--- src/rtl/rx_word_loader.sv ---
`default_nettype none
// ============================================================================
// Module      : rx_word_loader
// Description : Assembles little-endian 32-bit words from a UART byte stream
//               and writes them into instruction memory at consecutive word
//               addresses. The all-ones word ends the load. Running out of
//               address space ends the load and raises a sticky overflow flag.
// Ports       : clk        - single clock, rising edge
//               reset      - synchronous, active-high
//               rx_done    - strobe: rx_data holds a received byte
//               rx_data    - received byte
//               start      - re-arms the loader once it has finished
//               wr_en      - one-cycle memory write strobe
//               wr_addr    - word address of the current write
//               wr_data    - assembled word of the current write
//               busy       - a word is partially assembled
//               load_done  - loader has finished (end marker or overflow)
//               overflow   - sticky, address space exhausted
// Revision    : 1.0 - initial release
// ============================================================================
module rx_word_loader #(
    parameter int B      = 8,   // byte width; only 8 is supported
    parameter int ADDR_W = 8
) (
    input  logic              clk,
    input  logic              reset,
    input  logic              rx_done,
    input  logic [B-1:0]      rx_data,
    input  logic              start,
    output logic              wr_en,
    output logic [ADDR_W-1:0] wr_addr,
    output logic [31:0]       wr_data,
    output logic              busy,
    output logic              load_done,
    output logic              overflow
);

    localparam logic [1:0]        c_IDLE       = 2'd0;
    localparam logic [1:0]        c_COLLECT    = 2'd1;
    localparam logic [1:0]        c_WRITE      = 2'd2;
    localparam logic [1:0]        c_DONE       = 2'd3;
    localparam logic [ADDR_W-1:0] c_ADDR_MAX   = '1;
    localparam logic [ADDR_W-1:0] c_ADDR_ONE   = {{(ADDR_W-1){1'b0}}, 1'b1};
    localparam logic [31:0]       c_END_MARKER = 32'hFFFF_FFFF;

    logic [1:0]        state_q, state_d;
    logic [1:0]        cnt_q,   cnt_d;
    logic [31:0]       word_q,  word_d;
    logic [ADDR_W-1:0] addr_q,  addr_d;
    logic              ovf_q,   ovf_d;

    // Current word with the incoming byte dropped into the lane selected by
    // the byte count (little-endian: count 0 -> bits [7:0]).
    logic [31:0]       w_word_ins;
    // Fresh word holding only the incoming byte as byte 0.
    logic [31:0]       w_word_first;

    always_comb begin
        w_word_ins                          = word_q;
        w_word_ins[{cnt_q, 3'b000} +: B]    = rx_data;
        w_word_first                        = {{(32-B){1'b0}}, rx_data};
    end

    always_comb begin
        state_d = state_q;
        cnt_d   = cnt_q;
        word_d  = word_q;
        addr_d  = addr_q;
        ovf_d   = ovf_q;
        case (state_q)
            c_IDLE: begin
                if (rx_done) begin
                    word_d  = w_word_first;
                    cnt_d   = 2'd1;
                    state_d = c_COLLECT;
                end
            end
            c_COLLECT: begin
                if (rx_done) begin
                    word_d = w_word_ins;
                    if (cnt_q == 2'd3) begin
                        cnt_d = 2'd0;
                        // The end marker is recognised as soon as it is
                        // complete, so it never reaches the WRITE state.
                        state_d = (w_word_ins == c_END_MARKER) ? c_DONE : c_WRITE;
                    end else begin
                        cnt_d = cnt_q + 2'd1;
                    end
                end
            end
            c_WRITE: begin
                if (addr_q == c_ADDR_MAX) begin
                    // Last address written: stop and leave the address at
                    // the top so it reflects where loading stopped.
                    ovf_d   = 1'b1;
                    state_d = c_DONE;
                end else begin
                    addr_d = addr_q + c_ADDR_ONE;
                    if (rx_done) begin
                        // A byte arriving in the write cycle starts the next
                        // word; wr_data itself stays stable until the edge.
                        word_d  = w_word_first;
                        cnt_d   = 2'd1;
                        state_d = c_COLLECT;
                    end else begin
                        state_d = c_IDLE;
                    end
                end
            end
            c_DONE: begin
                if (start) begin
                    addr_d  = '0;
                    ovf_d   = 1'b0;
                    cnt_d   = 2'd0;
                    state_d = c_IDLE;
                end
            end
            default: begin
                state_d = c_IDLE;
            end
        endcase
    end

    always_ff @(posedge clk) begin
        if (reset) begin
            state_q <= c_IDLE;
            cnt_q   <= 2'd0;
            word_q  <= '0;
            addr_q  <= '0;
            ovf_q   <= 1'b0;
        end else begin
            state_q <= state_d;
            cnt_q   <= cnt_d;
            word_q  <= word_d;
            addr_q  <= addr_d;
            ovf_q   <= ovf_d;
        end
    end

    assign wr_en     = (state_q == c_WRITE);
    assign wr_addr   = addr_q;
    assign wr_data   = word_q;
    assign busy      = (state_q == c_COLLECT);
    assign load_done = (state_q == c_DONE);
    assign overflow  = ovf_q;

endmodule
`default_nettype wire
--- config.mk ---
export PLATFORM = sky130hd
export DESIGN_NAME = rx_word_loader
export DESIGN_NICKNAME = d
export VERILOG_FILES = /design/src/rtl/rx_word_loader.sv
export SDC_FILE = /design/constraint.sdc
export NUM_CORES = 1
export LEC_CHECK = 0
export CAP_MARGIN = 20
export CORE_ASPECT_RATIO = 1.1
export CORE_UTILIZATION = 25
export DETAILED_ROUTE_END_ITERATION = 16
export PLACE_DENSITY = 0.49
export SETUP_SLACK_MARGIN = 0.1
export SYNTH_ARGS = -nofsm -noshare
export SYNTH_HDL_FRONTEND = slang
export SYNTH_SLANG_ARGS = --single-unit
--- constraint.sdc ---
create_clock -name clk -period 5.3 [get_ports clk]
set_clock_uncertainty 0.15 [all_clocks]
set_input_delay 0.795 -clock clk [delete_from_list [all_inputs] [get_ports clk]]
set_output_delay 0.795 -clock clk [all_outputs]
set_load 0.05 [all_outputs]
After elaboration in Yosys (flattened, before gate mapping)
Cells that the tools add are included.
- bits in registers: 45
- input port bits: 12
- output and inout bits: 44
- add/sub/neg operators: 3
- equal/unequal tests: 12
- shifts and indexed selects: 2
- mux-type cells: 24
- reductions and logical operators: 8
- operators by type and width (kind ; number):
    32-bit two-way mux ; 3
    32-bit case mux with 3 select lines ; 1
    32-bit bitwise mux ; 1
    32-bit equality test (second input constant) ; 1
    8-bit by 7-bit variable shift with 32-bit output (first input constant) ; 1
    8-bit by 7-bit variable part select with 32-bit output ; 1
    2-bit two-way mux ; 9
    8-bit two-way mux ; 2
    2-bit case mux with 4 select lines ; 2
    8-bit case mux with 2 select lines ; 1
    3-bit AND reduction ; 4
    8-bit by 1-bit adder with 8-bit output (second input constant) ; 1
    8-bit equality test (second input constant) ; 1
    2-bit != test (second input constant) ; 4
    5-bit negation with 7-bit output ; 1
    2-bit equality test (second input constant) ; 3
    1-bit two-way mux ; 4
    2-bit by 1-bit != test with 1-bit output (second input constant) ; 2
    4-bit AND reduction ; 1
    3-bit nonzero test ; 1
    2-bit by 1-bit adder with 2-bit output (second input constant) ; 1
    2-bit by 1-bit equality test with 1-bit output (second input constant) ; 1
    2-bit zero test ; 1
    1-bit case mux with 2 select lines ; 1
    2-bit nonzero test ; 1

Depth between registers and ports, before layout
- depth in word-level cells: 8
- gate-level depth with buffers: 9
- depth with buffers taken out: 7

Least setup slack after synthesis
No wires, ideal clock.
- path kind: register to register
- from: reg state_q[0]
- to: reg cnt_q[0]
- library setup time: 128 ps
- arrival: 1942 ps
- data required time: 5022 ps
- setup slack: 3080 ps
- stages on the path, launching flop included: 7
- cell sequence: dfxtp_1 buf_2 nor2b_1 nand3_1 a21bo_2 mux2i_1 nor2_1
- longest elaborated chain between the ends: 3
- ends and longest elaborated chain (item ; RTL line ; source):
    start, declared ; 46 ; logic [1:0] state_q, state_d;
    start signal, assigned ; 126 ; state_q <= c_IDLE;
    start signal, assigned ; 132 ; state_q <= state_d;
    2-bit equality test * ; -- ;
    named net wr_en ; 30 ; output logic wr_en,
    2-bit != test (no line) ; -- ;
    3-bit AND reduction (no line) ; -- ;
    end signal, assigned ; 133 ; cnt_q <= cnt_d;
    end, declared ; 47 ; logic [1:0] cnt_q, cnt_d;
Mark *: on every way through the listed nets, which the timed path passes. The rest lies on a longest branch.
A chain may end at the register's enable or synchronous reset.

Worst setup path after layout
- from: reg state_q[0]
- to: out busy
- longest elaborated chain between the ends: 1
- ends and longest elaborated chain (item ; RTL line ; source):
    2-bit by 1-bit equality test with 1-bit output ; 143 ; assign busy = (state_q == c_COLLECT);
    end, declared ; 33 ; output logic busy,
Every way passes these cells.

==> flow_summary.ini <==
[timing]
rsz0062_at_grt = no
tns_ns = 0
fmax_mhz = 290
finalHoldViolations = 0
finalCritPeriodShare = 0.650
worst_pin_slew_ns = 0.845
whs_ns = 0.332
finalMaxSlewViolations = 0
fin_ws_ns = 1.86
min_period_ns = 3.44
max_slew_margin = 0.435
setup_viol = 0

[cts]
cts_sinks = 45
root_buffer = clkbuf_8
clock_latency_ns = 0.30
ctsHtreeMaxLevel = 2
tritoncts = built
path_clk_slew_ns = 0.09
cts.path.max_buffers = 2
cts_buffers = 5
cts_hold_buf = 0
postCtsSetupBuffers = 0
cts.repair.resized = 0

[yosys]
synth_edf_count = 0
synth_top_family_by_area = simple AND/OR/NAND/NOR gates
postSynth.asyncResetShare = 0
syn_area_mm2 = 0.00239
syn_area_per_cell_um2 = 8.53
synthSimpleGateAreaFrac = 0.271
ys_types = 54
synth_compound_area_frac = 0.254
synthFlopType = dfxtp_1
yosysWarnings = 0
syn_inst = 280
yosys_register_bits = 45
yosysSeqAreaShare = 0.377
synth_xor_area_frac = 0.0147
synth_adder_area_share = 0.0367
synth_mux_area_frac = 0.00839
syn-num-nets = 299

[run_status]
status = finished clean

[critical_path]
end_kind = primary output
reg2reg_from = state_q[0]
criticalPathCategory = register to primary output
slowest_stage = clkdlybuf4s50_1
critPathLaunchType = register
slowest_delay_ns = 0.94
worstPathRequired_ns = 4.36
critPathArrivalTime_ns = 2.50
cp_cell_sequence = nor2b_1 > clkdlybuf4s50_1
crit_start = state_q[0]
cp_max_fo = 13

[global_route]
first_global_vias = 2247
grt_max_degree = 22
antenna_found_initial = 0
grt-ovfl-total = 0
grt_use_total = 0.151
grt_pass1_wl_um = 11700

[final_layout]
fin_util = 0.338
final_nets = 348
final_common_cell = clkdlybuf4s50_1
seqCellArea_um2 = 901
multi_input_area_mm2 = 0.00140
fill_cells = 964
diodes = 0
drive_gt1_frac = 0.0636
mostFrequentLayoutCells = clkdlybuf4s50_1 (55), dfxtp_1 (45), nor2_1 (42)
areaGrowthSynthToFinish_pct = 31.7

[detailed_routing]
postRouteAntennaNets = 0
post_drt_wl_per_cell_um = 16.2
avgViaCountPerCell = 5.17
wirelength_um = 7220
first_pass_iters = 4
vias = 2309
drt_iter0_drc = 97
drc = 0

[die]
core-area_mm2 = 0.00931
initial_core_util = 0.257
die_area_mm2 = 0.00994
num_rows = 37
die_h_um = 104
die_w_um = 95.2
pin_count = 56

[min_path]
hold_path_class = register to register
worstHoldStart = wr_data[0]

[placed_design]
numPortBuffers = 55
place.gp.congestion = 0.769
hpwl_um = 5260
post-place-ws_ns = 2.21

[job]
cap_violations = 0

[power]
p_leak_nw = 1.02
p_total_w = 0.000715
max-vdd-ir-drop_mv = 0.0962
powerDensity_mw_per_mm2 = 227
-- logic make-up (layout without fill, tap and decap cells) --
logic type	Yosys count	count (layout)
AND/OR/NAND/NOR	122	122
AO/OA/AOI/OAI	79	79
flip-flops	45	45
buffers and inverters	21	71
adder cells (fa/ha/maj)	7	7
XOR/XNOR	4	4
multiplexers	2	2
-- path summary, 6_finish.rpt --
kind	endpoint	slack, ns	depth (start not counted)
setup / recovery	busy	1.86	2
hold / removal	wr_data[0]	0.33	2
setup reg to reg	wr_data[27]	2.61	5
hold reg to reg	wr_data[0]	0.33	2
-- layout make-up --
class,count,area share
clock buffer,7,0.0275
clock inverter,1,0.00955
inverter,7,0.00836
multi-input combinational,214,0.444
sequential,45,0.287
tap,117,0.0466
timing repair buffer,56,0.178
-- Yosys cell counts, drive strengths merged (3+ instances only) --
| cell type | number | area, um2 |
|---|---|---|
| buf | 7 | 38.8 |
| a32oi | 6 | 52.6 |
| a22oi | 13 | 97.6 |
| nor3 | 6 | 30.0 |
| xnor2 | 4 | 35.0 |
| nor2b | 14 | 87.6 |
| clkbuf | 7 | 26.3 |
| nand2 | 16 | 60.1 |
| nand3 | 10 | 50.1 |
| o21ai | 8 | 51.3 |
| ha | 7 | 87.6 |
| nor2 | 43 | 164 |
| nand2b | 7 | 43.8 |
| nand3b | 6 | 45.0 |
| o22ai | 3 | 18.8 |
| inv | 6 | 22.5 |
| a21oi | 23 | 134 |
| nand4 | 4 | 25.0 |
| dfxtp | 45 | 901 |
| a22o | 7 | 61.3 |
-- registers in the layout, indices dropped and copies added (netlist names) --
register	cells
wr_data	32
wr_addr	8
cnt_q	2
state_q	2
overflow	1
-- critical path, delay by kind of cell, from the launching register on --
family / cells / cell delay [ns]
buffers and inverters: 1 / 0.94
DFF: 1 / 0.63
and+or+nand+nor: 1 / 0.62
-- where the power goes --
| group | internal (W) | total, W | switching [W] |
|---|---|---|---|
| Combinational | 0.0000327 | 0.0000922 | 0.0000595 |
| Clock | 0.000154 | 0.000273 | 0.000119 |
| Sequential | 0.000343 | 0.000350 | 0.00000728 |
-- stage by stage --
step	instances	cell area (um2)
after global placement	439	3030
final	447	3140
after global routing	447	3140
after detailed placement	439	3030
after CTS	447	3140
after floorplan	280	2390
-- routing by layer --
metal	track usage	vias to the layer above	routed length, um	part of all wire
li1	-	1135	-	-
met2	0.232	75	3310	0.46
met1	0.209	1087	3390	0.47
met4	0.0465	0	128	0.018
met5	0	-	0	0
met3	0.0336	12	393	0.054
No activity file was read; power rests on OpenSTA's default activity.
